## src/rtl/sweeper_pkg.sv

```systemverilog
// sweeper_pkg
//   Shared types and constants for the truth-table sweeper.
//   - sweep_state_t : sweep controller state encoding
//   - Q6_TRUTH      : truth table of Y = A'BC' + AB'C (minterms 2 and 5),
//                     bit i = expected Y for input vector i
//   - DEFAULT_SETTLE: default settle time in clock cycles
package sweeper_pkg;

  typedef enum logic [1:0] {
    IDLE,
    SETTLE,
    SAMPLE,
    DONE
  } sweep_state_t;

  localparam logic [7:0] Q6_TRUTH       = 8'b0010_0100;
  localparam int         DEFAULT_SETTLE = 2;

endpackage

```

## src/rtl/settle_timer.sv

```systemverilog
// settle_timer
//   4-bit settle counter. Clears to zero on clear, otherwise counts up while
//   en is high. tc flags that the counter has reached SETTLE_CYCLES-1, i.e.
//   the current SETTLE cycle is the last one before sampling.
// Ports:
//   clk   in  clock, rising edge
//   rst   in  asynchronous active-high reset
//   clear in  synchronous clear (wins over en)
//   en    in  count enable
//   tc    out terminal count flag (count == SETTLE_CYCLES-1)
module settle_timer
  import sweeper_pkg::*;
#(
  parameter int SETTLE_CYCLES = DEFAULT_SETTLE
) (
  input  logic clk,
  input  logic rst,
  input  logic clear,
  input  logic en,
  output logic tc
);

  localparam logic [3:0] TC_VALUE = 4'(SETTLE_CYCLES - 1);

  logic [3:0] count_reg;

  always_ff @(posedge clk or posedge rst) begin
    if (rst) begin
      count_reg <= 4'd0;
    end else if (clear) begin
      count_reg <= 4'd0;
    end else if (en) begin
      count_reg <= count_reg + 4'd1;
    end
  end

  assign tc = (count_reg == TC_VALUE);

endmodule

```

## src/rtl/truth_table_sweeper.sv

```systemverilog
// truth_table_sweeper
//   Steps a small combinational DUT through every input vector in binary
//   order, waits SETTLE_CYCLES after each step, samples the DUT output and
//   compares it against the EXPECTED truth table. Reports mismatch count,
//   first failing row and pass/fail. All outputs are registered.
// Ports:
//   CLK            in   clock, rising edge
//   RESET          in   asynchronous active-high reset
//   start          in   sweep request, honoured only in IDLE
//   Y_in           in   DUT output
//   vec            out  DUT input vector (vec[N_IN-1] = A ... vec[0] = C)
//   busy           out  sweep in progress
//   done           out  one-cycle end-of-sweep pulse
//   pass           out  last completed sweep had no mismatches
//   err_count      out  mismatching rows in current/last sweep
//   fail_valid     out  at least one mismatch recorded
//   first_fail_idx out  row index of the first mismatch
module truth_table_sweeper
  import sweeper_pkg::*;
#(
  parameter int                N_IN          = 3,
  parameter int                SETTLE_CYCLES = DEFAULT_SETTLE,
  parameter logic [2**N_IN-1:0] EXPECTED     = Q6_TRUTH
) (
  input  logic            CLK,
  input  logic            RESET,
  input  logic            start,
  input  logic            Y_in,
  output logic [N_IN-1:0] vec,
  output logic            busy,
  output logic            done,
  output logic            pass,
  output logic [N_IN:0]   err_count,
  output logic            fail_valid,
  output logic [N_IN-1:0] first_fail_idx
);

  localparam logic [N_IN-1:0] LAST_ROW = '1;
  localparam logic [N_IN-1:0] ONE_ROW  = 1;
  localparam logic [N_IN:0]   ONE_ERR  = 1;

  sweep_state_t state_reg;
  logic         settle_clear;
  logic         settle_en;
  logic         settle_tc;

  // The timer restarts whenever a fresh row is driven: on sweep acceptance
  // and on leaving SAMPLE for the next row.
  assign settle_clear = ((state_reg == IDLE) && start) || (state_reg == SAMPLE);
  assign settle_en    = (state_reg == SETTLE);

  settle_timer #(
    .SETTLE_CYCLES(SETTLE_CYCLES)
  ) u_settle_timer (
    .clk  (CLK),
    .rst  (RESET),
    .clear(settle_clear),
    .en   (settle_en),
    .tc   (settle_tc)
  );

  always_ff @(posedge CLK or posedge RESET) begin
    if (RESET) begin
      state_reg      <= IDLE;
      vec            <= '0;
      busy           <= 1'b0;
      done           <= 1'b0;
      pass           <= 1'b0;
      err_count      <= '0;
      fail_valid     <= 1'b0;
      first_fail_idx <= '0;
    end else begin
      done <= 1'b0;
      case (state_reg)
        IDLE: begin
          // pass keeps the previous sweep's verdict until the next DONE.
          if (start) begin
            state_reg      <= SETTLE;
            vec            <= '0;
            err_count      <= '0;
            fail_valid     <= 1'b0;
            first_fail_idx <= '0;
            busy           <= 1'b1;
          end
        end
        SETTLE: begin
          if (settle_tc) begin
            state_reg <= SAMPLE;
          end
        end
        SAMPLE: begin
          if (Y_in != EXPECTED[vec]) begin
            err_count <= err_count + ONE_ERR;
            if (!fail_valid) begin
              first_fail_idx <= vec;
              fail_valid     <= 1'b1;
            end
          end
          // vec holds the last row through DONE instead of wrapping.
          if (vec == LAST_ROW) begin
            state_reg <= DONE;
          end else begin
            vec       <= vec + ONE_ROW;
            state_reg <= SETTLE;
          end
        end
        DONE: begin
          // err_count already includes the last row, updated in SAMPLE.
          done      <= 1'b1;
          busy      <= 1'b0;
          pass      <= (err_count == '0);
          state_reg <= IDLE;
        end
        default: begin
          state_reg <= IDLE;
        end
      endcase
    end
  end

endmodule

```

## config.mk

```make
export PLATFORM = sky130hd
export DESIGN_NAME = truth_table_sweeper
export DESIGN_NICKNAME = d
export VERILOG_FILES = /design/src/rtl/sweeper_pkg.sv /design/src/rtl/settle_timer.sv /design/src/rtl/truth_table_sweeper.sv
export SDC_FILE = /design/constraint.sdc
export NUM_CORES = 1
export LEC_CHECK = 0
export ABC_AREA = 1
export BUFFER_PORTS_ARGS = -buffer_cell sky130_fd_sc_hd__buf_4
export CORE_ASPECT_RATIO = 1.25
export CORE_MARGIN = 4
export CORE_UTILIZATION = 50
export DETAILED_ROUTE_END_ITERATION = 6
export PLACE_DENSITY = 0.79
export SETUP_SLACK_MARGIN = 0.1
export SLEW_MARGIN = 25
export SYNTH_ARGS = -nofsm -noshare
export SYNTH_HDL_FRONTEND = slang
export SYNTH_SLANG_ARGS = --single-unit
```

## constraint.sdc

```tcl
create_clock -name CLK -period 1.4 [get_ports CLK]
set_input_delay 0.07 -clock CLK [delete_from_list [all_inputs] [get_ports CLK]]
set_output_delay 0.07 -clock CLK [all_outputs]
set_load 0.01 [all_outputs]
```

==> results by group, run 1 <==
Power
  • Pint: 1.408 mW
  • Sequential share of power: 0.388
  • Switching pwr: 1.047 mW
  • Clock network power share: 0.107
  • Combinational power share: 0.505
  • PwrDens: 1755 nW/um2
  • Sw Ratio: 0.4265
  • Static Leak: 0.7318 nW
  • Maximum vdd ir drop: 0.001346 V
  • Tot Pwr: 2.454 mW

Timing
  • Max-slew violations: 0
  • Max Fclk: 0.7375 GHz
  • Final setup viols: 0
  • Slack of the critical path: 0.04406 ns
  • Worst-case hold slack: 0.09205 ns
  • Sum Neg Setup Slack: 0 ns
  • Final worst path period share: 0.9685
  • Crit path time final: 1.356 ns
  • Worst-margin pin slew: 0.2965 ns
  • Worst clock skew: 0.007638 ns
  • RSZ-0062 raised after global routing: yes
  • Slew margin rel.: 0.8023
  • Final Hold Fails: 0

Final layout
  • Finished layout cell area: 1399 um2
  • Layout cell share with drive strength beyond 1: 0.4026
  • # nets final: 168
  • Most frequent cells in the layout: nand2_1, buf_4, dfrtp_1, inv_1, nand2_2
  • Non-Filler Instances: 174
  • Antenna Cells: 0
  • Commonest non-fill, non-tap cell in the layout: nand2_1
  • Final core utilization: 0.6979
  • Area growth from synthesis to layout: 30.30%

Flow run
  • Max-cap viol count: 0

Critical path
  • Worst setup path category: reg -> reg
  • CP Launch Type: flop
  • R2R depth: 8
  • Cell Chain, Critical Path: inv_2 -> ha_4 -> inv_2 -> nand2_2 -> nand3_4 -> a21oi_4 -> nand2_1 -> nand2_1
  • CP required: 1.64 ns
  • Slowest cell on crit path: dfrtp_2
  • Endpoint class of the critical path: flop
  • Setup crit start: vec[1]
  • R2r setup slk: 0.04 ns
  • Critical path fanouts, max: 6
  • Worst r2r src: vec[1]
  • Arr. time, crit path: 1.59 ns
  • Worst reg2reg endpoint: first_fail_idx[2]
  • Critical path's largest stage delay: 0.46 ns
  • Worst Setup EP: first_fail_idx[2]

Yosys
  • Register bit total from synthesis: 20
  • Post-Syn Nets: 137
  • Cells after Synth: 125
  • Syn Std Cell Area: 1074 um2
  • Syn_area_per_cell: 8.588 um2
  • Ys Warns: 0
  • Sequential cell area fraction in the yosys report: 0.4662
  • Synth cell types: 20

Drt
  • Final WL: 2.350 mm
  • DRC: 0
  • First-iteration detailed-routing DRC count: 37
  • Drt pass-1 iters: 4
  • Wire per inst: 13.51 um
  • DRT antenna net count: 0
  • Highest metal used: met4
  • DR vias: 909
  • Wire length on met3: 79 um
  • Vias per cell: 5.224
  • Met2 WL post-DR: 1.323 mm
  • M1 wire length: 926 um

GRT
  • Initial antenna violation count: 0
  • GR Overflow Total: 0
  • Vias in the first global route: 912
  • Largest net degree at the start of global routing: 21
  • First-pass GRT wire length: 3.857 mm
  • GRT Overall Usage: 0.1687

Floorplan
  • Core Region: 2004 um2
  • Die Ht: 59.81 um
  • Die area: 2957 um2
  • Chip width: 49.45 um
  • Rows: 18
  • Io pins: 18
  • Starting density of the core: 0.5356

Worst hold path
  • Min-delay src: start
  • Hold Crit Class: in -> reg
  • Cells on Worst Hold Path: 3

Clock network
  • Clock Sinks: 20
  • Worst-path clk slew: 0.11 ns
  • Num CTS Buffers: 3
  • Clock Latency Late Sink: 0.29 ns
  • Clock root buffer: clkbuf_4
  • CTS tree: done
  • H-tree Lvls: 1
  • Maximum root-to-sink buffer count: 2

Placement
  • Dpl hpwl: 1.584 mm
  • Cell Area, Placed: 1241 um2
  • Placed Cells: 164
  • I/O Buffers: 17
  • Placer congestion estimate: 0.7444
  • Pre-CTS setup slack: 0.005358 ns

Run status
  • Status: finished clean
-- cells in the mapped netlist --
| master | instances | area share |
|---|---|---|
| a21oi_2 | 1 | 0.0082 |
| nand3_2 | 2 | 0.019 |
| a21oi_1 | 2 | 0.0093 |
| dfrtp_1 | 20 | 0.47 |
| nand3_4 | 1 | 0.016 |
| ha_1 | 8 | 0.093 |
| nand3_1 | 8 | 0.037 |
| nand2_2 | 3 | 0.017 |
| inv_2 | 3 | 0.010 |
| inv_4 | 2 | 0.012 |
| nor2_1 | 8 | 0.028 |
| nand2_1 | 34 | 0.12 |
| o22ai_1 | 3 | 0.017 |
| o21ai_0 | 2 | 0.0093 |
| a21o_1 | 1 | 0.0070 |
| xor2_1 | 3 | 0.024 |
| nor3_1 | 3 | 0.014 |
| o21ai_2 | 1 | 0.0082 |
| inv_1 | 18 | 0.063 |
| nand2_4 | 2 | 0.021 |
-- power groups by stage --
stage / clock network, mW / logic (mW) / registers, mW
6_report: 0.262 / 1.24 / 0.952
3_3_place_gp: 0 / 0.955 / 0.923
3_5_place_dp: 0 / 0.992 / 0.936
5_1_grt: 0.301 / 1.39 / 0.979
4_1_cts: 0.267 / 1.16 / 0.943
2_1_floorplan: 0 / 0.645 / 0.946
-- cells by family (layout without fill, tap and decap cells) --
| family | Yosys count | in the layout | share of synthesized area |
|---|---|---|---|
| AND/OR/NAND/NOR | 61 | 61 | 0.2716 |
| buffers and inverters | 23 | 52 | 0.08507 |
| flip-flops | 20 | 20 | 0.4662 |
| AO/OA/AOI/OAI | 10 | 10 | 0.05945 |
| adder cells (fa/ha/maj) | 8 | 8 | 0.09324 |
| XOR/XNOR | 3 | 3 | 0.02448 |
-- per-layer routing --
layer | vias up | GRT usage
li1 | 450 | -
met1 | 435 | 0.1870
met3 | 2 | 0.02494
met2 | 22 | 0.3218
met4 | 0 | 0.07115
met5 | - | 0
-- worst max-delay path, delay by kind of cell, from the launching register on --
| kind | cells | cell delay (ns) |
|---|---|---|
| simple gates | 4 | 0.34 |
| fa+ha+maj | 1 | 0.14 |
| compound gates | 1 | 0.23 |
| buf+inv | 2 | 0.13 |
| flops | 1 | 0.46 |
-- cell type report --
| cell class | count | area [um2] |
|---|---|---|
| Clock buffer | 3 | 22.52 |
| Fill cell | 139 | 605.6 |
| Inverter | 23 | 91.34 |
| Multi-Input combinational cell | 82 | 559.3 |
| Sequential cell | 20 | 503.0 |
| Tap cell | 20 | 25.02 |
| Timing Repair Buffer | 26 | 197.7 |
-- repair_timing --
item / CTS / global route
pin swaps: 6 / 13
setup endpoints to repair: 9 / 11
setup buffers: 5 / 1
resized for setup: 18 / 7
hold buffers: 1 / 0
hold endpoints to repair: 20 / 0
-- worst min-delay path by stage --
stage / end / slack, ns
after floorplan: busy / 0.03
after global placement: done / 0.11
after detailed placement: done / 0.12
after CTS: state_reg[0] / 0.08
after global routing: state_reg[0] / 0.1
final: state_reg[0] / 0.09
Note: power is estimated with default switching activity, not from simulation.
==> run 2: changes to the inputs <==
--- a/config.mk
+++ b/config.mk
@@ -16,4 +16,5 @@
 export SLEW_MARGIN = 25
 export SYNTH_ARGS = -nofsm -noshare
 export SYNTH_HDL_FRONTEND = slang
+export SYNTH_HIERARCHICAL = 1
 export SYNTH_SLANG_ARGS = --single-unit
==> run 2 against run 1 <==
Flip-flop and latch count unchanged; fmax increased by 0.45%; setup slack improved by 0.0061 ns; non-clock buffer count fell by 3; combinational power about the same; synthesized cell count rose by 4.8%; final area rose by 3.0%; register-to-register slack about the same; cell count grew 2.3%; sequential share of layout area is 0.94 points lower; worst hold slack worse by 0.020 ns; first-iteration DRC count decreased by 65%.
==> results by group, run 2 <==
Clock network
  • H-tree Lvls: 1 (unchanged)
  • Worst-path clk slew: 0.12 ns (was 0.11 ns)
  • Clock Sinks: 20 (unchanged)
  • CTS tree: done (unchanged)
  • Maximum root-to-sink buffer count: 2 (unchanged)
  • Num CTS Buffers: 3 (unchanged)
  • Clock Latency Late Sink: 0.30 ns (was 0.29 ns)
  • Clock root buffer: clkbuf_4 (unchanged)

Floorplan
  • Core Region: 2004 um2 (unchanged)
  • Die Ht: 59.81 um (unchanged)
  • Io pins: 18 (unchanged)
  • Chip width: 49.45 um (unchanged)
  • Die area: 2957 um2 (unchanged)
  • Rows: 18 (unchanged)
  • Starting density of the core: 0.5356 (unchanged)

Yosys
  • Number of enable flip-flop cells after synthesis: 0 (unchanged)
  • Ys Warns: 6 (was 0)
  • Cells after Synth: 131 (was 125)
  • Synth cell types: 22 (was 20)
  • Syn_area_per_cell: 8.195 um2 (was 8.588 um2)
  • Syn Std Cell Area: 1074 um2 (unchanged)
  • Post-synth top area cell: dfrtp_1 (unchanged)
  • Top cells by area, synth: dfrtp_1, nand2_1, ha_1, inv_1, nor2_1 (was dfrtp_1, nand2_1, ha_1, inv_1, nand3_1)
  • Register bit total from synthesis: 20 (unchanged)
  • Async SR Flop Fraction: 1.000 (unchanged)
  • Post-Syn Nets: 143 (was 137)
  • Most frequently used flop master after synthesis: dfrtp_1 (unchanged)
  • Sequential cell area fraction in the yosys report: 0.4662 (unchanged)
  • Top-count cell post-synth: nand2_1 (unchanged)
  • Synth cell count leaders: nand2_1, dfrtp_1, inv_1 (unchanged)
  • Share of the synthesized area in the top cell type: 0.4662 (unchanged)

Final layout
  • Area growth from synthesis to layout: 34.15% (was 30.30%)
  • Commonest non-fill, non-tap cell in the layout: nand2_1 (unchanged)
  • Antenna Cells: 0 (unchanged)
  • Layout cell share with drive strength beyond 1: 0.4177 (was 0.4026)
  • Most frequent cells in the layout: nand2_1, buf_4, dfrtp_1, nand2_2, nor2_1 (was nand2_1, buf_4, dfrtp_1, inv_1, nand2_2)
  • FILL cells: 145 (was 139)
  • # nets final: 171 (was 168)

Timing
  • Final worst path period share: 0.9641 (was 0.9685)
  • Max-slew violations: 0 (unchanged)
  • Max Fclk: 0.7408 GHz (was 0.7375 GHz)
  • Worst-case hold slack: 0.07196 ns (was 0.09205 ns)
  • RSZ-0062 raised after global routing: yes (unchanged)
  • Sum Neg Setup Slack: 0 ns (unchanged)
  • Crit path time final: 1.350 ns (was 1.356 ns)
  • Final setup viols: 0 (unchanged)
  • Worst-margin pin slew: 0.6318 ns (was 0.2965 ns)
  • Slew margin rel.: 0.5783 (was 0.8023)
  • Worst clock skew: 0.01553 ns (was 0.007638 ns)
  • Final Hold Fails: 0 (unchanged)

Critical path
  • Worst setup path category: reg -> reg (unchanged)
  • Arr. time, crit path: 1.56 ns (was 1.59 ns)
  • Endpoint class of the critical path: flop (unchanged)
  • CP required: 1.61 ns (was 1.64 ns)
  • Critical path fanouts, max: 6 (unchanged)
  • CP Launch Type: flop (unchanged)

Drt
  • Drt pass-1 iters: 4 (unchanged)
  • Final WL: 2.389 mm (was 2.350 mm)
  • Vias per cell: 5.135 (was 5.224)
  • Wire length on met3: 101 um (was 79 um)
  • DRT antenna net count: 0 (unchanged)
  • Met2 WL post-DR: 1.254 mm (was 1.323 mm)
  • DR vias: 914 (was 909)
  • Wire per inst: 13.42 um (was 13.51 um)
  • Highest metal used: met4 (unchanged)
  • First-iteration detailed-routing DRC count: 13 (was 37)
  • DRC: 0 (unchanged)
  • M1 wire length: 961 um (was 926 um)

Power
  • Static Leak: 0.7422 nW (was 0.7318 nW)
  • Maximum vdd ir drop: 0.001585 V (was 0.001346 V)
  • PwrDens: 1891 nW/um2 (was 1755 nW/um2)

GRT
  • GRT Overall Usage: 0.1616 (was 0.1687)
  • First-pass GRT wire length: 3.698 mm (was 3.857 mm)
  • Vias in the first global route: 904 (was 912)
  • Largest net degree at the start of global routing: 17 (was 21)
  • GR Overflow Total: 0 (unchanged)
  • Initial antenna violation count: 0 (unchanged)

Placement
  • Dpl hpwl: 1.582 mm (was 1.584 mm)
  • I/O Buffers: 17 (unchanged)
  • Placer congestion estimate: 0.8433 (was 0.7444)

Flow run
  • Max-cap viol count: 0 (unchanged)

Run status
  • Status: finished clean (unchanged)

Worst hold path
  • Hold Crit Class: in -> reg (unchanged)
-- run 2: final cells by class --
type / count / area, um2 / area share
Timing Repair Buffer: 23 / 175.2 / 0.1216
Clock inverter: 1 / 30.03 / 0.02085
Tap cell: 20 / 25.02 / 0.01738
Multi-Input combinational cell: 92 / 609.3 / 0.4231
Sequential cell: 20 / 504.2 / 0.3501
Clock buffer: 3 / 22.52 / 0.01564
Inverter: 19 / 73.82 / 0.05126
-- run 2: cell families (layout without fill, tap and decap cells) --
kind of cell | count (synthesis) | count (layout) | synth area share
XOR/XNOR | 1 | 1 | 0.008160
AND/OR/NAND/NOR | 75 | 75 | 0.3159
flip-flops | 20 | 20 | 0.4662
adder cells (fa/ha/maj) | 8 | 8 | 0.09324
AO/OA/AOI/OAI | 8 | 8 | 0.04779
buffers and inverters | 19 | 46 | 0.06876
-- run 2: metal layers --
layer  global-route usage  vias up
met3              0.02494        8
met4              0.08696        0
met1               0.1821      417
met5                    0        -
li1                     -      462
met2               0.2950       27
-- run 2: power breakdown --
group | internal [mW] | leakage (nW) | switching, mW
Sequential | 0.765 | 0.259 | 0.220
Combinational | 0.565 | 0.455 | 0.706
Clock | 0.289 | 0.0279 | 0.179
-- run 2: worst paths after layout --
| check | depth (start not counted) | slack [ns] | startpoint | to |
|---|---|---|---|---|
| min in group asynchronous | 3 | 0.22 | RESET | u_settle_timer/count_reg[2] |
| worst min register to register | 2 | 0.50 | busy | busy |
| worst min-delay path | 3 | 0.07 | start | busy |
| worst max-delay path | 9 | 0.05 | vec[0] | err_count[0] |
| worst max register to register | 9 | 0.05 | vec[0] | err_count[0] |
| max in group asynchronous | 3 | 0.54 | RESET | vec[0] |
-- run 2: what timing repair did --
action | CTS | global route
hold buffers | 1 | 0
resized for setup | 7 | 27
buffers inserted | 2 | 2
endpoints found under the setup margin | 10 | 15
pin swaps | 1 | 8
hold endpoints to repair | 20 | 0
-- run 2: critical path, cell delays in order (launching register included) --
cell and delay, ns:
dfrtp_2 0.47, inv_2 0.10, ha_4 0.14, inv_2 0.03, nand2_2 0.08, nand3_4 0.10, nand3_4 0.15, nand2_4 0.09
nand2_1 0.06, nand2_1 0.05
-- run 2: per-stage QoR --
| step | instance area [um2] | power [mW] | utilization | cells | setup slack [ns] |
|---|---|---|---|---|---|
| final | 1440 | 2.724 | 0.7185 | 178 | 0.05019 |
| after global routing | 1440 | 2.909 | 0.7185 | 178 | -0.02396 |
| after CTS | 1333 | 2.501 | 0.6648 | 176 | 0.07275 |
| after detailed placement | 1235 | 1.969 | 0.6161 | 169 | -0.02063 |
| after global placement | 1235 | 1.921 | 0.6161 | 169 | 0.05018 |
| after floorplan | 1075 | 1.610 | - | 131 | 0.1013 |
==> run 3: changes to the inputs <==
--- a/config.mk
+++ b/config.mk
@@ -5,7 +5,6 @@
 export SDC_FILE = /design/constraint.sdc
 export NUM_CORES = 1
 export LEC_CHECK = 0
-export ABC_AREA = 1
 export BUFFER_PORTS_ARGS = -buffer_cell sky130_fd_sc_hd__buf_4
 export CORE_ASPECT_RATIO = 1.25
 export CORE_MARGIN = 4
==> run 3 against run 2 <==
The flow now finishes with violations (negative setup slack); clock skew decreased by 0.012 ns; first-iteration DRC count increased by 140%; die area decreased by 2.1%; flip-flop and latch count unchanged; core utilization increased by 4.5 points; synthesized area decreased by 2.4%; cell count decreased by 10%; final area increased by 5.0%; clock-buffer cell count unchanged; combinational power increased by 13%.
==> results by group, run 3 <==
Run status
  • Status: finished with violations (was finished clean)
  • Violated checks: negative setup slack

Drt
  • DR vias: 929 (was 914)
  • Final WL: 2.600 mm (was 2.389 mm)
  • First-iteration detailed-routing DRC count: 31 (was 13)
  • Vias per cell: 5.806 (was 5.135)
  • Drt pass-1 iters: 5 (was 4)
  • DRT antenna net count: 0 (unchanged)
  • Wire per inst: 16.25 um (was 13.42 um)
  • DRC: 0 (unchanged)

GRT
  • GRT Overall Usage: 0.1894 (was 0.1616)
  • Initial antenna violation count: 0 (unchanged)
  • First-pass GRT wire length: 4.236 mm (was 3.698 mm)
  • Vias in the first global route: 937 (was 904)
  • GR Overflow Total: 0 (unchanged)
  • Largest net degree at the start of global routing: 17 (unchanged)

Yosys
  • Post-synth top area cell: dfrtp_1 (unchanged)
  • Synth cell types: 33 (was 22)
  • Post-Syn Nets: 112 (was 143)
  • Cells after Synth: 100 (was 131)
  • Ys Warns: 6 (unchanged)
  • Async SR Flop Fraction: 1.000 (unchanged)
  • Most frequently used flop master after synthesis: dfrtp_1 (unchanged)
  • Top-count cell post-synth: dfrtp_1 (was nand2_1)
  • Syn Std Cell Area: 1047 um2 (was 1074 um2)
  • Share of the synthesized area in the top cell type: 0.4779 (was 0.4662)
  • Syn_area_per_cell: 10.47 um2 (was 8.195 um2)
  • Sequential cell area fraction in the yosys report: 0.4779 (was 0.4662)
  • Number of enable flip-flop cells after synthesis: 0 (unchanged)
  • Register bit total from synthesis: 20 (unchanged)
  • Synth cell count leaders: dfrtp_1, inv_1, ha_1 (was nand2_1, dfrtp_1, inv_1)
  • Top cells by area, synth: dfrtp_1, ha_1, a22o_1, inv_1, nand2_1 (was dfrtp_1, nand2_1, ha_1, inv_1, nor2_1)

Floorplan
  • Die Ht: 59.17 um (was 59.81 um)
  • Chip width: 48.94 um (was 49.45 um)
  • Starting density of the core: 0.5284 (was 0.5356)
  • Io pins: 18 (unchanged)
  • Die area: 2895 um2 (was 2957 um2)
  • Rows: 18 (unchanged)
  • Core Region: 1982 um2 (was 2004 um2)

Final layout
  • Layout cell share with drive strength beyond 1: 0.4571 (was 0.4177)
  • # nets final: 153 (was 171)
  • Most frequent cells in the layout: buf_4, dfrtp_1, inv_1, nand2_1, nor2_1 (was nand2_1, buf_4, dfrtp_1, nand2_2, nor2_1)
  • Finished layout cell area: 1513 um2 (was 1440 um2)
  • Antenna Cells: 0 (unchanged)
  • Area growth from synthesis to layout: 44.44% (was 34.15%)
  • Final core utilization: 0.7633 (was 0.7185)
  • Non-Filler Instances: 160 (was 178)
  • Commonest non-fill, non-tap cell in the layout: buf_4 (was nand2_1)

Critical path
  • Slowest cell on crit path: dfrtp_2 (unchanged)
  • CP required: 1.61 ns (about the same)
  • Arr. time, crit path: 1.78 ns (was 1.56 ns)
  • CP Launch Type: flop (unchanged)
  • Crit path depth: 7 (was 9)
  • Critical path fanouts, max: 5 (was 6)
  • Worst r2r src: vec[1] (was vec[0])
  • R2r setup slk: -0.17 ns (was 0.05 ns)
  • Worst path bufs/invs: 2 (unchanged)
  • Worst Setup EP: err_count[2] (was err_count[0])
  • CP delay by family, top: flip-flops (was simple AND/OR/NAND/NOR gates)
  • Endpoint class of the critical path: flop (unchanged)
  • Worst setup path category: reg -> reg (unchanged)
  • Critical path's largest stage delay: 0.44 ns (was 0.47 ns)
  • Worst reg2reg endpoint: err_count[2] (was err_count[0])
  • Setup crit start: vec[1] (was vec[0])
  • R2R depth: 7 (was 9)
  • Cell Chain, Critical Path: inv_2 -> ha_2 -> mux2i_4 -> xnor2_4 -> buf_4 -> a32oi_1 -> nand2_1 (was inv_2 -> ha_4 -> inv_2 -> nand2_2 -> nand3_4 -> nand3_4 -> nand2_4 -> nand2_1 -> nand2_1)

Clock network
  • Maximum root-to-sink buffer count: 2 (unchanged)
  • Clock Sinks: 20 (unchanged)
  • Clock root buffer: clkbuf_4 (unchanged)
  • Clock Latency Late Sink: 0.31 ns (was 0.30 ns)
  • H-tree Lvls: 1 (unchanged)
  • Num CTS Buffers: 3 (unchanged)
  • Worst-path clk slew: 0.12 ns (about the same)
  • CTS tree: done (unchanged)

Placement
  • Cell Area, Placed: 1310 um2 (was 1235 um2)
  • Placed Cells: 148 (was 169)
  • I/O Buffers: 17 (unchanged)
  • Pre-CTS setup slack: -0.1211 ns (was -0.02063 ns)
  • Placer congestion estimate: 0.8399 (was 0.8433)
  • Dpl hpwl: 1.717 mm (was 1.582 mm)

Timing
  • Crit path time final: 1.570 ns (was 1.350 ns)
  • Final worst path period share: 1.122 (was 0.9641)
  • Slew margin rel.: 0.5975 (was 0.5783)
  • Max-slew violations: 0 (unchanged)
  • Max Fclk: 0.6368 GHz (was 0.7408 GHz)
  • RSZ-0062 raised after global routing: yes (unchanged)
  • Worst-case hold slack: 0.1937 ns (was 0.07196 ns)
  • Worst-margin pin slew: 0.6031 ns (was 0.6318 ns)
  • Final Hold Fails: 0 (unchanged)
  • Final setup viols: 12 (was 0)
  • Slack of the critical path: -0.1704 ns (was 0.05019 ns)
  • Worst clock skew: 0.003534 ns (was 0.01553 ns)
  • Sum Neg Setup Slack: -1.317 ns (was 0 ns)

Worst hold path
  • Hold Crit Class: in -> async (was in -> reg)

Power
  • Maximum vdd ir drop: 0.001156 V (was 0.001585 V)
  • Tot Pwr: 2.861 mW (was 2.724 mW)
  • Static Leak: 0.7344 nW (was 0.7422 nW)
  • PwrDens: 1891 nW/um2 (about the same)

Flow run
  • Max-cap viol count: 0 (unchanged)
## run 3: cell type report
class,instances,area (um2)
fillers,131,469.2
clock buffers,3,22.52
clock inverters,1,30.03
multi-input cells,68,604.3
inverters,11,41.29
repair buffers,37,286.5
well taps,20,25.02
flip-flops and latches,20,503.0
## run 3: worst min-delay path, delay by kind of cell
| family | cells | cell delay (ns) |
|---|---|---|
| buffers and inverters | 3 | 0.81 |
## run 3: worst min-delay path by stage
stage / start / endpoint / cells past startpoint / slack, ns
after CTS: start / state_reg[0] / 3 / 0.03
after floorplan: RESET / u_settle_timer/count_reg[0] / 1 / -0.16
after global placement: RESET / u_settle_timer/count_reg[3] / 2 / -0.03
after global routing: RESET / u_settle_timer/count_reg[1] / 3 / 0.20
final: RESET / u_settle_timer/count_reg[1] / 3 / 0.19
after detailed placement: RESET / u_settle_timer/count_reg[0] / 2 / -0.02
## run 3: repair_timing
action / CTS / global route
hold buffers: 1 / 1
setup buffers: 4 / 3
endpoints found under the setup margin: 13 / 17
pin swaps: 5 / 9
gates resized for setup: 12 / 5
cloned: 0 / 0
hold endpoints to repair: 20 / 1
## run 3: metal layers
layer  vias up  routed length [um]  global-route usage
li1        433                   -                   -
met1       447                1009              0.2172
met5         -                   0                   0
met3         9                 139             0.03526
met4         0                  92              0.1000
met2        40                1359              0.3340
## run 3: cells by family (layout without fill, tap and decap cells)
group	count (synthesis)	after routing	share of synthesized area
DFF	20	20	0.4779
muxes	2	2	0.02747
adders and majority gates	8	8	0.09558
AOI/OAI and AO/OA	29	29	0.1947
xor gates and xnor gates	3	3	0.03227
and+or+nand+nor	26	26	0.1219
buffers and inverters	12	52	0.05018
## run 3: where the power goes
part / internal, mW / switching [mW]
clock network: 0.290 / 0.192
logic: 0.720 / 0.707
registers: 0.760 / 0.193
